--- config.mk ---
export PLATFORM = sky130hd
export DESIGN_NAME = rf_access_ctrl
export DESIGN_NICKNAME = d
export VERILOG_FILES = /design/src/rtl/rf_access_ctrl.sv
export SDC_FILE = /design/constraint.sdc
export NUM_CORES = 1
export LEC_CHECK = 0
export ABC_AREA = 1
export BUFFER_PORTS_ARGS = -buffer_cell sky130_fd_sc_hd__buf_2
export CORE_MARGIN = 1.5
export CORE_UTILIZATION = 42
export CTS_CLUSTER_SIZE = 28
export DETAILED_ROUTE_END_ITERATION = 10
export GPL_ROUTABILITY_DRIVEN = 0
export PLACE_DENSITY = 0.71
export SLEW_MARGIN = 10
export SYNTH_ARGS = -nofsm -noshare
export SYNTH_HDL_FRONTEND = slang
export SYNTH_SLANG_ARGS = --single-unit
--- constraint.sdc ---
create_clock -name clk -period 3.5 [get_ports clk]
set_input_delay 0.175 -clock clk [delete_from_list [all_inputs] [get_ports clk]]
set_output_delay 0.175 -clock clk [all_outputs]
set_load 0.005 [all_outputs]
--- src/rtl/rf_access_ctrl.sv ---
// rf_access_ctrl: operand-fetch / writeback arbiter in front of a 2R/1W-exclusive register file.
// Latency: request accept edge T -> op_valid high after edge T+2; writebacks buffered in a 2-entry FIFO.
// Backpressure: req_ready only in IDLE with an empty FIFO and no writeback offered; wb_ready while FIFO not full.
//
// Ports:
//   clk, reset (async, active-low), en (0 freezes all state, gates all strobes/readies)
//   req_valid/req_ready, req_rs1/req_rs2      : operand-fetch request
//   op_valid/op_ready, op_a/op_b              : operand result
//   wb_valid/wb_ready, wb_rd/wb_data          : writeback
//   rs1/rs2/readEn, readOut1/readOut2         : register-file read port
//   rd/dataIn/writeEn                         : register-file write port
//
// Build option: define RF_ZERO_REG_EN to treat x0 as hard-wired zero (writebacks to x0 are
// acknowledged but dropped; reads of x0 return 0). Undefined: x0 is an ordinary register.
module rf_access_ctrl (
  input  logic        clk,
  input  logic        reset,
  input  logic        en,
  input  logic        req_valid,
  output logic        req_ready,
  input  logic [4:0]  req_rs1,
  input  logic [4:0]  req_rs2,
  output logic        op_valid,
  input  logic        op_ready,
  output logic [31:0] op_a,
  output logic [31:0] op_b,
  input  logic        wb_valid,
  output logic        wb_ready,
  input  logic [4:0]  wb_rd,
  input  logic [31:0] wb_data,
  output logic [4:0]  rs1,
  output logic [4:0]  rs2,
  output logic        readEn,
  output logic [4:0]  rd,
  output logic [31:0] dataIn,
  output logic        writeEn,
  input  logic [31:0] readOut1,
  input  logic [31:0] readOut2
);

  typedef enum logic [1:0] {
    IDLE = 2'd0,
    READ = 2'd1,
    CAPT = 2'd2,
    OUT  = 2'd3
  } state_t;

  state_t      state;
  state_t      state_nxt;

  // Writeback FIFO: two entries, ping-pong pointers.
  logic [4:0]  fifo_rd   [2];
  logic [31:0] fifo_data [2];
  logic        wr_ptr;
  logic        rd_ptr;
  logic [1:0]  count;

  logic [4:0]  lat_rs1;
  logic [4:0]  lat_rs2;
  logic [4:0]  rs1_hold;
  logic [4:0]  rs2_hold;
  logic [4:0]  rd_hold;
  logic [31:0] data_hold;

  logic        wb_fire;
  logic        push;
  logic        pop;
  logic        req_fire;
  logic [31:0] op_a_nxt;
  logic [31:0] op_b_nxt;

  // Handshake and strobe generation. Reads only happen in READ and writes only in
  // IDLE/OUT, so readEn and writeEn can never be high in the same cycle.
  assign wb_ready  = en && (count != 2'd2);
  assign wb_fire   = wb_valid && wb_ready;
  // A pending writeback blocks new requests so the write is ordered before the read.
  assign req_ready = en && (state == IDLE) && (count == 2'd0) && !wb_valid;
  assign req_fire  = req_valid && req_ready;
  assign readEn    = en && (state == READ);
  assign pop       = en && ((state == IDLE) || (state == OUT)) && (count != 2'd0);
  assign writeEn   = pop;

`ifdef RF_ZERO_REG_EN
  // x0 writebacks complete their handshake but never reach the register file.
  assign push     = wb_fire && (wb_rd != 5'd0);
  assign op_a_nxt = (lat_rs1 == 5'd0) ? 32'd0 : readOut1;
  assign op_b_nxt = (lat_rs2 == 5'd0) ? 32'd0 : readOut2;
`else
  assign push     = wb_fire;
  assign op_a_nxt = readOut1;
  assign op_b_nxt = readOut2;
`endif

  // Address/data ports show the live value while strobed and the last strobed value otherwise.
  assign rs1    = readEn  ? lat_rs1            : rs1_hold;
  assign rs2    = readEn  ? lat_rs2            : rs2_hold;
  assign rd     = writeEn ? fifo_rd[rd_ptr]    : rd_hold;
  assign dataIn = writeEn ? fifo_data[rd_ptr]  : data_hold;

  always_comb begin
    state_nxt = state;
    if (en) begin
      case (state)
        IDLE:    if (req_fire) state_nxt = READ;
        READ:    state_nxt = CAPT;
        CAPT:    state_nxt = OUT;
        OUT:     if (op_valid && op_ready) state_nxt = IDLE;
        default: state_nxt = IDLE;
      endcase
    end
  end

  always_ff @(posedge clk or negedge reset) begin
    if (!reset) begin
      state     <= IDLE;
      wr_ptr    <= 1'b0;
      rd_ptr    <= 1'b0;
      count     <= 2'd0;
      op_valid  <= 1'b0;
      op_a      <= 32'd0;
      op_b      <= 32'd0;
      lat_rs1   <= 5'd0;
      lat_rs2   <= 5'd0;
      rs1_hold  <= 5'd0;
      rs2_hold  <= 5'd0;
      rd_hold   <= 5'd0;
      data_hold <= 32'd0;
    end else if (en) begin
      state <= state_nxt;

      // Push and pop in the same cycle leave the occupancy unchanged.
      case ({push, pop})
        2'b10:   count <= count + 2'd1;
        2'b01:   count <= count - 2'd1;
        default: count <= count;
      endcase
      if (push) wr_ptr <= ~wr_ptr;
      if (pop) begin
        rd_ptr    <= ~rd_ptr;
        rd_hold   <= fifo_rd[rd_ptr];
        data_hold <= fifo_data[rd_ptr];
      end

      if (req_fire) begin
        lat_rs1 <= req_rs1;
        lat_rs2 <= req_rs2;
      end
      if (readEn) begin
        rs1_hold <= lat_rs1;
        rs2_hold <= lat_rs2;
      end

      // Register-file data is valid in the cycle after the READ edge.
      if (state == CAPT) begin
        op_a     <= op_a_nxt;
        op_b     <= op_b_nxt;
        op_valid <= 1'b1;
      end else if ((state == OUT) && op_ready) begin
        op_valid <= 1'b0;
      end
    end
  end

  // Entry storage needs no reset: occupancy and pointers define what is valid.
  always_ff @(posedge clk) begin
    if (push) begin
      fifo_rd[wr_ptr]   <= wb_rd;
      fifo_data[wr_ptr] <= wb_data;
    end
  end

endmodule

**Word-level counts from Yosys, hierarchy flattened**

Memory sizes are Yosys's and may differ from the RTL's.
Index checks and enable logic that the tools add are counted.
Widths: inputs -> output; s select.

- Add/sub/neg operators: 2
- Eq/ne operators: 8
- Muxes and demuxes: 12
- Bitwise operators: 2
- Reductions and logical operators: 25

Operator list:

| operator | number |
|---|---|
| $mux 32 | 1 |
| $mux 5 | 3 |
| $reduce_and 2->1 | 6 |
| $logic_and 1x1->1 | 11 |
| $pmux 2 s4 | 1 |
| $eq 2x2->1 const B | 3 |
| $reduce_bool 2->1 | 3 |
| $eq 2x1->1 const B | 2 |
| $logic_not 2->1 | 2 |
| $mux 1 | 4 |
| $mux 2 | 2 |
| $ne 2x2->1 const B | 2 |
| $pmux 2 s2 | 1 |
| $reduce_and 3->1 | 1 |
| $add 2x1->2 const B | 1 |
| $ne 2x1->1 const B | 1 |
| $not 1->1 | 2 |
| $sub 2x1->2 const B | 1 |
| $logic_not 1->1 | 1 |
| $logic_or 1x1->1 | 1 |

- Bits in registers: 128
- Memory bits (writable): 74
- Input port bits: 117
- Output and inout bits: 116
- Logic and storage cells: 64
- Memories: 2

Memories:

| memory | words | bits a word | read ports | clocked after memory_dff | wr ports | line | RTL |
|---|---|---|---|---|---|---|---|
| fifo_data | 2 | 32 | 1 | 0 | 1 | 53 | `logic [31:0] fifo_data [2];` |
| fifo_rd | 2 | 5 | 1 | 0 | 1 | 52 | `logic [4:0] fifo_rd [2];` |

**Longest topological paths before layout**

Gate-level depths: netlist of run 1.

- Depth after elaboration: 7
- Mapped depth: 13
- Mapped depth without buffers: 11

**Worst setup path after synthesis of run 1**

Ideal clock, no wire load.

- Kind: register to register
- Start: register count[0]
- End: memory fifo_data[0][0], enable pin
- Library setup time: 0.431 ns
- Arrival time: 2.327 ns
- Slack: 0.742 ns
- Stages on the path, launching flop included: 5
- Buffers on the path: 0
- Clock period less this slack: 2.758 ns
- Cells stage by stage: dfrtp_1 -> inv_1 -> a21oi_1 -> nand2_1 -> nor2_1

- Longest elaborated chain between the ends: 5

Ends and longest elaborated chain:

| what | line | RTL |
|---|---|---|
| start, declared | 56 | `logic [1:0] count;` |
| start signal, assigned | 133 | `2'b10: count <= count + 2'd1;` |
| start signal, assigned | 134 | `2'b01: count <= count - 2'd1;` |
| start signal, assigned | 135 | `default: count <= count;` |
| $ne 2x2->1 | 74 | `assign wb_ready = en && (count != 2'd2);` |
| $logic_and 1x1->1 | 74 |  |
| net wb_ready | 28 | `output logic wb_ready,` |
| $logic_and 1x1->1 | 75 | `assign wb_fire = wb_valid && wb_ready;` |
| $mux 1 | 166 | `if (push) begin` |
| $mux 1 (implied by the code) | 168 | `fifo_data[wr_ptr] <= wb_data;` |
| end, declared | 53 |  |

The timed path passes the listed nets, and every way through them passes these cells.

**Final worst setup path of run 1**

- Start: register state[0]
- End: output dataIn[9]

- Longest elaborated chain between the ends: 5
- Elaborated cells on any way between the ends: 6

Ends and longest elaborated chain:

| what | line | RTL |
|---|---|---|
| start, declared | 48 | `state_t state;` |
| start signal, assigned | 129 | `state <= state_nxt;` |
| $eq 2x2->1 or $logic_not 2->1 (tied branches) | 80 | `assign pop = en && ((state == IDLE) \|\| (state == OUT)) && (count != 2'd0);` |
| $logic_or 1x1->1 * | 80 |  |
| $logic_and 1x1->1 * (2 in a row) | 80 |  |
| $mux 32 * | -- |  |
| end, declared | 35 | `output logic [31:0] dataIn,` |

Every way passes the cells marked *; elsewhere a longest branch is shown, timed or not.

==> impl_metrics.toml, run 1 <==
[status]
status = "finished clean"

[setup_path]
arrival_ns = 2.71
cp-end-kind = "output pin"
crit_type = "flip-flop to output pin"
cp.required_ns = 3.32
r2r_start = "state[0]"
crit_fanout = 45
crit_path_start = "state[0]"
start_kind = "flip-flop"

[die]
start_util_pct = 43.11
coreArea_mm2 = 0.01802
rows = 49
ios = 233
die_w_um = 139.0
die_h_um = 139.0
die-area_mm2 = 0.01933

[timing]
layout_worst_path_cycle_share_pct = 82.36
finalSetupViolCount = 0
fin_crit_ns = 2.883
fmax_mhz = 346.9
rsz0062_at_grt = "false"
tns_ns = 0
hold_viol = 0
hold_ws_ns = 0.03350
worstMarginPinSlew_ns = 0.9299
fin_skew_ns = 0.009506
maxSlewHeadroom_pct = 38.01
finalMaxSlewViolations = 0

[drt]
first_iter_violations = 254
vias_per_cell = 4.982
detail-route-antenna-nets = 0
wl_mm = 19.30
routedWlPerCell_um = 16.12
drt_pass1_iterations = 5
num_vias = 5964
drc = 0

[yosys]
ys_top_cells_by_area = "dfrtp_1 41%, edfxtp_1 29%, mux2_2 9.3%, nand2_1 7.2%, a31oi_1 6.0%"
avgSynthCellArea_um2 = 12.89
ys_seq_area_share_pct = 69.82
synth_top_area_cell = "dfrtp_1"
ys_seq_elements = 202
yosys.area.top_type_share_pct = 41.22
synth_area_mm2 = 0.007770
synth_nets = 726
synth_cells = 603
netlist-cell-type-count = 20
synth_warnings = 0

[grt]
grt_usage_pct = 20.00
grt_overflow = 0
first_global_vias = 6109
antenna_found_initial = 0
grt_max_degree = 72
grt_pass1_wl_mm = 31.44

[final_layout]
post-route-util_pct = 61.27
antenna_cells = 0
n_fill_cell = 1345
final_common_cell = "buf_2"
drive_gt1_share_pct = 35.95
fin_nets = 1075
area_growth_syn_to_layout_pct = 42.13
final_cell_mix = "231 x buf_2, 148 x nand2_1, 128 x dfrtp_1"

[pwr]
powerDensity_mw_per_mm2 = 847.2
vdd_ir_drop_max_uv = 626.8
leakage_nw = 5.027

[cts]
clock-root-buffer = "clkbuf_16"
clockBufferDepth = 3
clk_pin_slew_ns = 0.06
cts_tree = "done"
cts-htree-levels = 1
cts_buffers = 23
ctsResizeCount = 0
cts_sinks = 202
clk_latency_ns = 0.49

[run]
maxCapViolations = 0

[place]
post-dp-hpwl_mm = 11.59
port_buffers = 232

[hold_path]
hold_path_class = "input port to flip-flop"
min_from = "en"
==> metrics by stage <==
step,instances,area (µm²),setup slack [ns],power [mW]
2_1_floorplan,603,7770,0.7419,5.549
3_3_place_gp,1043,9151,1.052,6.761
3_5_place_dp,1043,9151,1.013,6.873
4_1_cts,1197,11040,0.5868,9.367
5_1_grt,1197,11040,0.3532,9.980
6_report,1197,11040,0.6173,9.355
==> layout make-up <==
class | count | area [µm²] | area share (%)
sequential | 202 | 5425 | 49.13
timing repair buffer | 356 | 2402 | 21.75
multi-input combinational | 359 | 2130 | 19.28
clock buffer | 34 | 676.9 | 6.130
tap | 229 | 286.5 | 2.595
clock inverter | 7 | 83.83 | 0.7591
inverter | 10 | 38.79 | 0.3512
==> worst max-delay path: stages (launching register included) <==
cell and delay, ns:
dfrtp_1 0.39, inv_1 0.10, ha_1 0.31, nor2_1 0.10, nand2_1 0.10, clkinv_2 0.42
buf_4 0.35, nor2_1 0.08, a31oi_1 0.20, buf_2 0.16
==> what timing repair did <==
| item | in CTS | in global routing |
|---|---|---|
| endpoints found under the hold margin | 219 | 0 |
| endpoints found under the setup margin | 0 | 0 |
| hold buffers | 113 | 0 |
| buffers inserted | 0 | 0 |
==> metal layers <==
metal | global-route usage [%] | share of wire [%] | vias to the layer above | routed length [µm]
li1 | - | - | 2818 | -
met1 | 24.58 | 40 | 2852 | 7786
met2 | 35.85 | 50 | 256 | 9722
met3 | 4.454 | 7.2 | 38 | 1390
met4 | 4.825 | 2.1 | 0 | 399
met5 | 0 | 0 | - | 0
==> power breakdown <==
part	switching, mW	leakage, nW	internal, mW
Sequential	0.355	2.19	3.33
Clock	0.895	0.378	1.48
Combinational	1.79	2.46	1.51
Total	3.04	5.03	6.32
==> final timing paths <==
path | end | slack, ns | depth (start not counted)
max reg2reg | count[1] | 1.02 | 11
min reg2reg | rs1_hold[0] | 0.47 | 2
max in group asynchronous | data_hold[21] | 2.30 | 3
max | dataIn[9] | 0.62 | 9
min | op_valid | 0.03 | 4
min in group asynchronous | op_b[21] | 0.36 | 2
==> cell usage after synthesis (all sizes together) <==
cell type / count
a21oi: 3
a31oi: 74
buf: 23
clkbuf: 9
dfrtp: 128
edfxtp: 74
ha: 6
inv: 10
mux2: 64
nand2: 149
nand3: 13
nand4: 1
nor2: 43
o21ai: 1
or2: 1
xnor2: 1
xor2: 3
==> state kept, by name, indices dropped and copies added, names as in the netlist <==
register	flops
op_b	32
rd_ptr	1
state	2
data_hold	32
fifo_data	64
rs2_hold	5
fifo_rd	10
lat_rs1	5
op_valid	1
lat_rs2	5
count	2
op_a	32
rs1_hold	5
wr_ptr	1
rd_hold	5
==> logic make-up after synthesis <==
| kind of cell | after synthesis | synth area share [%] |
|---|---|---|
| AND/OR/NAND/NOR | 207 | 10.27 |
| multiplexers | 64 | 9.275 |
| AO/OA/AOI/OAI | 78 | 6.216 |
| adder cells (fa/ha/maj) | 6 | 0.9662 |
| flip-flops | 202 | 69.82 |
| buffers and inverters | 42 | 2.995 |
| XOR/XNOR | 4 | 0.4510 |
Power figures use the tool's default switching activity.
==> run 2, diff against run 1 <==
Settings changed: PLACE_DENSITY 0.71 to 0.74.
Clock period 3.5 ns to 2.45 ns, I/O delays scaled along.
==> run 2 against run 1 <==
Non-clock buffer count rose by 19. Flip-flop and latch count did not move. Global-route usage rose by 0.54 points. Clock-buffer cell count fell by 5. Largest cell class unchanged. Core utilization rose by 1.5 points. Clock skew rose by 0.0047 ns. Via count rose by 2.6%. Sequential power rose by 43%. Die area did not move. Critical endpoint is now rd[4]. Sequential share of layout area fell by 1.1 points. Worst setup slack got worse by 0.52 ns.
==> impl_metrics.toml, run 2 (same netlist as run 1, synthesis figures left out) <==
[place]
place_worst_setup_slack_ns = 0.4854
port_buffers = 232
dpl-instance-area_mm2 = 0.009213
post-dp-hpwl_mm = 10.97

[cts]
clock-root-buffer = "clkbuf_16"
clk_pin_slew_ns = 0.06
cts-htree-levels = 1
cts_buffers = 22
cts_sinks = 202
cts_tree = "done"
clk_latency_ns = 0.50
clockBufferDepth = 3

[timing]
worstMarginPinSlew_ns = 0.7345
finalMaxSlewViolations = 0
setup_ws_ns = 0.09855
fmax_mhz = 425.3
finalSetupViolCount = 0
hold_viol = 0
maxSlewHeadroom_pct = 50.85
rsz0062_at_grt = "true"
layout_worst_path_cycle_share_pct = 95.98
fin_crit_ns = 2.351
fin_skew_ns = 0.01416
tns_ns = 0

[setup_path]
crit_type = "flip-flop to output pin"
crit_chain = "inv_1 > ha_1 > nor2_2 > nand2_4 > inv_8 > bufbuf_16 > a31oi_2 > buf_2"
crit_fanout = 28
arrival_ns = 2.23
r2r-end = "lat_rs2[0]"
ff2ff_path_depth = 7
slowest_stage = "dfrtp_1"
cp.required_ns = 2.33
r2r_start = "state[0]"
crit_path_max_incr_delay_ns = 0.37
start_kind = "flip-flop"
cp-end-kind = "output pin"
r2r_slack_ns = 0.25

[final_layout]
fin_nets = 1094
final_cell_mix = "231 x buf_2, 147 x nand2_1, 128 x dfrtp_1"
register_area_mm2 = 0.005425
n_fill_cell = 1339
antenna_cells = 0
largest_register = "fifo_data"
drive_gt1_share_pct = 36.61
final_common_cell = "buf_2"
area_growth_syn_to_layout_pct = 45.51
post-route-util_pct = 62.72
multi_input_area_mm2 = 0.002152
final_area_mm2 = 0.01131
largest_reg_flops = 64

[pwr]
powerDensity_mw_per_mm2 = 1202
vdd_ir_drop_max_uv = 773.5
total_power_mw = 13.58
leakage_nw = 5.114

[die]
die-area_mm2 = 0.01933
rows = 49
die_w_um = 139.0
ios = 233
start_util_pct = 43.11
coreArea_mm2 = 0.01802
die_h_um = 139.0

[grt]
first_global_vias = 6253
grt_usage_pct = 20.55
grt_pass1_wl_mm = 32.04
grt_max_degree = 56
grt_overflow = 0
antenna_found_initial = 0

[drt]
num_vias = 6121
detail-route-antenna-nets = 0
drc = 0
first_iter_violations = 223
vias_per_cell = 5.038
routedWlPerCell_um = 17.08
wl_mm = 20.75
drt_pass1_iterations = 6

[status]
status = "finished clean"

[hold_path]
hold_path_class = "input port to flip-flop"
hold_depth = 3
min_to = "lat_rs2[1]"
min_from = "req_valid"

[run]
maxCapViolations = 0
## run 2: worst max-delay path by stage
stage | slack (ns) | end | from
4_1_cts | 0.03 | dataIn[12] | state[0]
2_1_floorplan | -0.31 | fifo_data[0][0] | count[0]
3_5_place_dp | 0.49 | count[1] | state[0]
3_3_place_gp | 0.54 | count[1] | state[0]
6_report | 0.1 | rd[4] | state[0]
5_1_grt | -0.04 | rd[4] | state[0]
## run 2: repair_timing
action / CTS / global route
buffers inserted: 0 / 3
resized for setup: 2 / 6
endpoints found under the hold margin: 202 / 0
hold buffers: 122 / 0
endpoints found under the setup margin: 2 / 33
gates cloned: 2 / 5
pin swaps: 0 / 0
## run 2: power breakdown
part           internal [mW]  switching [mW]
clock                   1.72            1.26
sequential              4.75           0.507
combinational           2.54            2.80
total                   9.01            4.57
## run 2: worst max-delay path, delay by kind of cell (launching register included)
kind                     cells  cell delay (ns)
buffers and inverters        4             0.67
flip-flops                   1             0.37
AO/OA/AOI/OAI                1             0.12
AND/OR/NAND/NOR              2             0.27
adder cells (fa/ha/maj)      1             0.32
## run 2: stage by stage
| step | hold slack [ns] | instances |
|---|---|---|
| 2_1_floorplan | -0.1731 | 603 |
| 3_3_place_gp | 0.1156 | 1044 |
| 3_5_place_dp | 0.1189 | 1044 |
| 4_1_cts | 0.0002804 | 1207 |
| 5_1_grt | 0.03224 | 1215 |
| 6_report | 0.03379 | 1215 |
## run 2: cell type report
class	count	area share (%)
clock buffers	29	5.290
multi-input cells	359	19.04
clock inverters	10	0.4537
repair buffers	375	24.25
flip-flops and latches	202	47.99
repair inverters	1	0.05533
inverters	10	0.3984
well taps	229	2.534
## run 2: metal layers
| metal | GRT usage (%) | routed length, µm |
|---|---|---|
| met5 | 0 | 0 |
| met4 | 5.866 | 491 |
| met3 | 4.869 | 1563 |
| met2 | 37.29 | 10550 |
| met1 | 24.27 | 8154 |
==> run 3, diff against run 2 <==
Settings changed: ABC_AREA 1 to not set, PLACE_DENSITY 0.74 to 0.73.
==> run 3 against run 2 <==
Fmax fell by 2.9%. Total power rose by 6.3%. Register-to-register slack better by 0.02 ns. Sequential power is 4% higher. Via count down 12%. Highest routed layer unchanged.
==> impl_metrics.toml, run 3 <==
[hold_path]
min_to = "count[0]"
hold_depth = 3
min_from = "en"
hold_path_class = "input port to flip-flop"

[yosys]
synth_cells = 469
yosys-top-cells-count = "202 x mux2_2, 128 x dfrtp_1, 74 x edfxtp_1"
synth-edff-count = 74
ys_seq_area_share_pct = 66.45
yosys.area.top_type_share_pct = 39.23
yosys.area_share.simple_pct = 1.165
netlist-cell-type-count = 27
yosys.area_share.xor_xnor_pct = 0.5364
synth_top_family_by_area = "multiplexers"
synthAdderAreaFrac_pct = 0.9195
synth_warnings = 0
synthMuxAreaShare_pct = 28.58
yosysMostFrequentCell = "mux2_2"
synth_compound_area_share_pct = 0.5057
synth_ff_type = "dfrtp_1"
synthArstFlopShare_pct = 63.37
synth_nets = 592
avgSynthCellArea_um2 = 17.41
ys_seq_elements = 202
ys_top_cells_by_area = "dfrtp_1 39%, mux2_2 28%, edfxtp_1 27%, ha_1 0.92%, buf_2 0.74%"
synth_area_mm2 = 0.008164
synth_top_area_cell = "dfrtp_1"

[grt]
grt_overflow = 0
antenna_found_initial = 1
grt_pass1_wl_mm = 30.91
first_global_vias = 5976
grt_usage_pct = 19.36
grt_max_degree = 66

[setup_path]
crit_fanout = 9
cp-end-kind = "output pin"
slowest_stage = "dfrtp_1"
r2r_start = "state[0]"
crit_path_max_incr_delay_ns = 0.39
ff2ff_path_depth = 8
crit_type = "flip-flop to output pin"
r2r_slack_ns = 0.27
arrival_ns = 2.30
cp.required_ns = 2.33
start_kind = "flip-flop"
crit_chain = "inv_2 > ha_4 > nor3_4 > buf_6 > clkbuf_16 > mux2_2 > buf_2"
crit_family = "buffers and inverters"
path_buf_inv = 4
r2r-end = "data_hold[27]"

[cts]
cts_tree = "done"
cts_buffers = 23
clockBufferDepth = 3
cts-htree-levels = 1
clock-root-buffer = "clkbuf_16"
clk_latency_ns = 0.50
clk_pin_slew_ns = 0.06
cts_sinks = 202

[die]
die_w_um = 142.4
rows = 50
die-area_mm2 = 0.02028
ios = 233
start_util_pct = 43.21
coreArea_mm2 = 0.01889
die_h_um = 142.4

[timing]
rsz0062_at_grt = "true"
layout_worst_path_cycle_share_pct = 98.80
worstMarginPinSlew_ns = 0.6126
hold_viol = 0
fin_skew_ns = 0.008534
setup_ws_ns = 0.02944
maxSlewHeadroom_pct = 59.16
finalSetupViolCount = 0
fmax_mhz = 413.1
fin_crit_ns = 2.421
finalMaxSlewViolations = 0

[pwr]
powerDensity_mw_per_mm2 = 1220
leakage_nw = 5.211
vdd_ir_drop_max_uv = 669.7
total_power_mw = 14.44

[final_layout]
stdcell_count = 1116
final_cell_mix = "227 x buf_2, 199 x mux2_2, 127 x dfrtp_1"
fin_nets = 963
post-route-util_pct = 62.64
drive_gt1_share_pct = 58.71
largest_reg_flops = 64
final_common_cell = "buf_2"
area_growth_syn_to_layout_pct = 44.97
largest_register = "fifo_data"

[drt]
drt_pass1_iterations = 4
num_vias = 5361
detail-route-antenna-nets = 0
routedWlPerCell_um = 17.82
drc = 0
first_iter_violations = 164
wl_mm = 19.89
vias_per_cell = 4.804

[status]
status = "finished clean"

[place]
port_buffers = 232
dpl.cell_count = 947
place_worst_setup_slack_ns = 0.3961
post-dp-hpwl_mm = 11.81

[run]
maxCapViolations = 0
==> run 3: cell count changes after synthesis, sizes merged, moves of 5 or more <==
| cell | previous run | this run |
|---|---|---|
| inv | 10 | 5 |
| nor2 | 43 | 4 |
| mux2 | 64 | 206 |
| nand2 | 149 | 5 |
| clkbuf | 9 | 4 |
| nand3 | 13 | 1 |
| a31oi | 74 | 0 |
==> run 3: cell type report <==
cell class / instances / area, µm²
Antenna cell: 1 / 2.502
Sequential cell: 202 / 5426
Timing Repair Buffer: 370 / 2689
Tap cell: 260 / 325.3
Inverter: 5 / 18.77
Clock buffer: 33 / 653.1
Multi-Input combinational cell: 238 / 2634
Clock inverter: 7 / 86.33
Fill cell: 1358 / 7058
==> run 3: timing repair <==
item / 4_1_cts / 5_1_grt
resized for setup: 3 / 10
pin swaps: 1 / 1
gates cloned: 3 / 1
hold buffers: 114 / 0
setup buffers: 5 / 5
endpoints found under the setup margin: 37 / 19
endpoints found under the hold margin: 208 / 0
==> run 3: worst register-to-register path: stages (launching register included) <==
cell and delay (ns):
dfrtp_1 0.39, inv_2 0.10, ha_4 0.22, nor3_4 0.28, buf_6 0.18, buf_4 0.14, buf_4 0.11, bufbuf_16 0.30
mux2_2 0.35
==> run 3: kinds of logic (layout without fill, tap and decap cells) <==
| group | after synthesis | in the layout |
|---|---|---|
| buf+inv | 29 | 415 |
| compound gates | 3 | 3 |
| other cells | 0 | 1 |
| fa+ha+maj | 6 | 6 |
| mux | 207 | 207 |
| xor+xnor | 5 | 5 |
| simple gates | 17 | 17 |
| flops | 202 | 202 |
==> run 3: how the worst max path moves through the flow <==
stage / from / endpoint / slack [ns] / cells after the start
finish: state[0] / dataIn[9] / 0.03 / 7
global route: state[0] / dataIn[9] / -0.04 / 7
CTS: state[0] / dataIn[4] / 0.02 / 7
detailed placement: state[0] / dataIn[24] / 0.40 / 6
global placement: state[0] / dataIn[20] / 0.47 / 6
floorplan: count[1] / fifo_data[0][0] / 0.39 / 3
==> run 3: routing by layer <==
metal,GRT usage (%),up-vias,wire length (µm)
li1,-,2459,-
met1,23.45,2658,8155
met2,33.94,206,9897
met3,4.812,38,1373
met4,6.240,0,458
met5,0,-,0
==> run 3: power breakdown <==
part,total (mW),internal (mW),switching [mW]
clock,3.33,2.05,1.28
combinational,5.66,3.47,2.20
sequential,5.45,4.75,0.701
total,14.4,10.3,4.18
==> run 3: metrics by stage <==
stage               cell area (µm²)  hold WS, ns  setup TNS [ns]
detailed placement             9694       0.1383               0
CTS                           11720      0.01281               0
floorplan                      8167      -0.1731               0
finish                        11840      0.03957               0
global placement               9694       0.1340               0
global route                  11840      0.05244         -0.4441
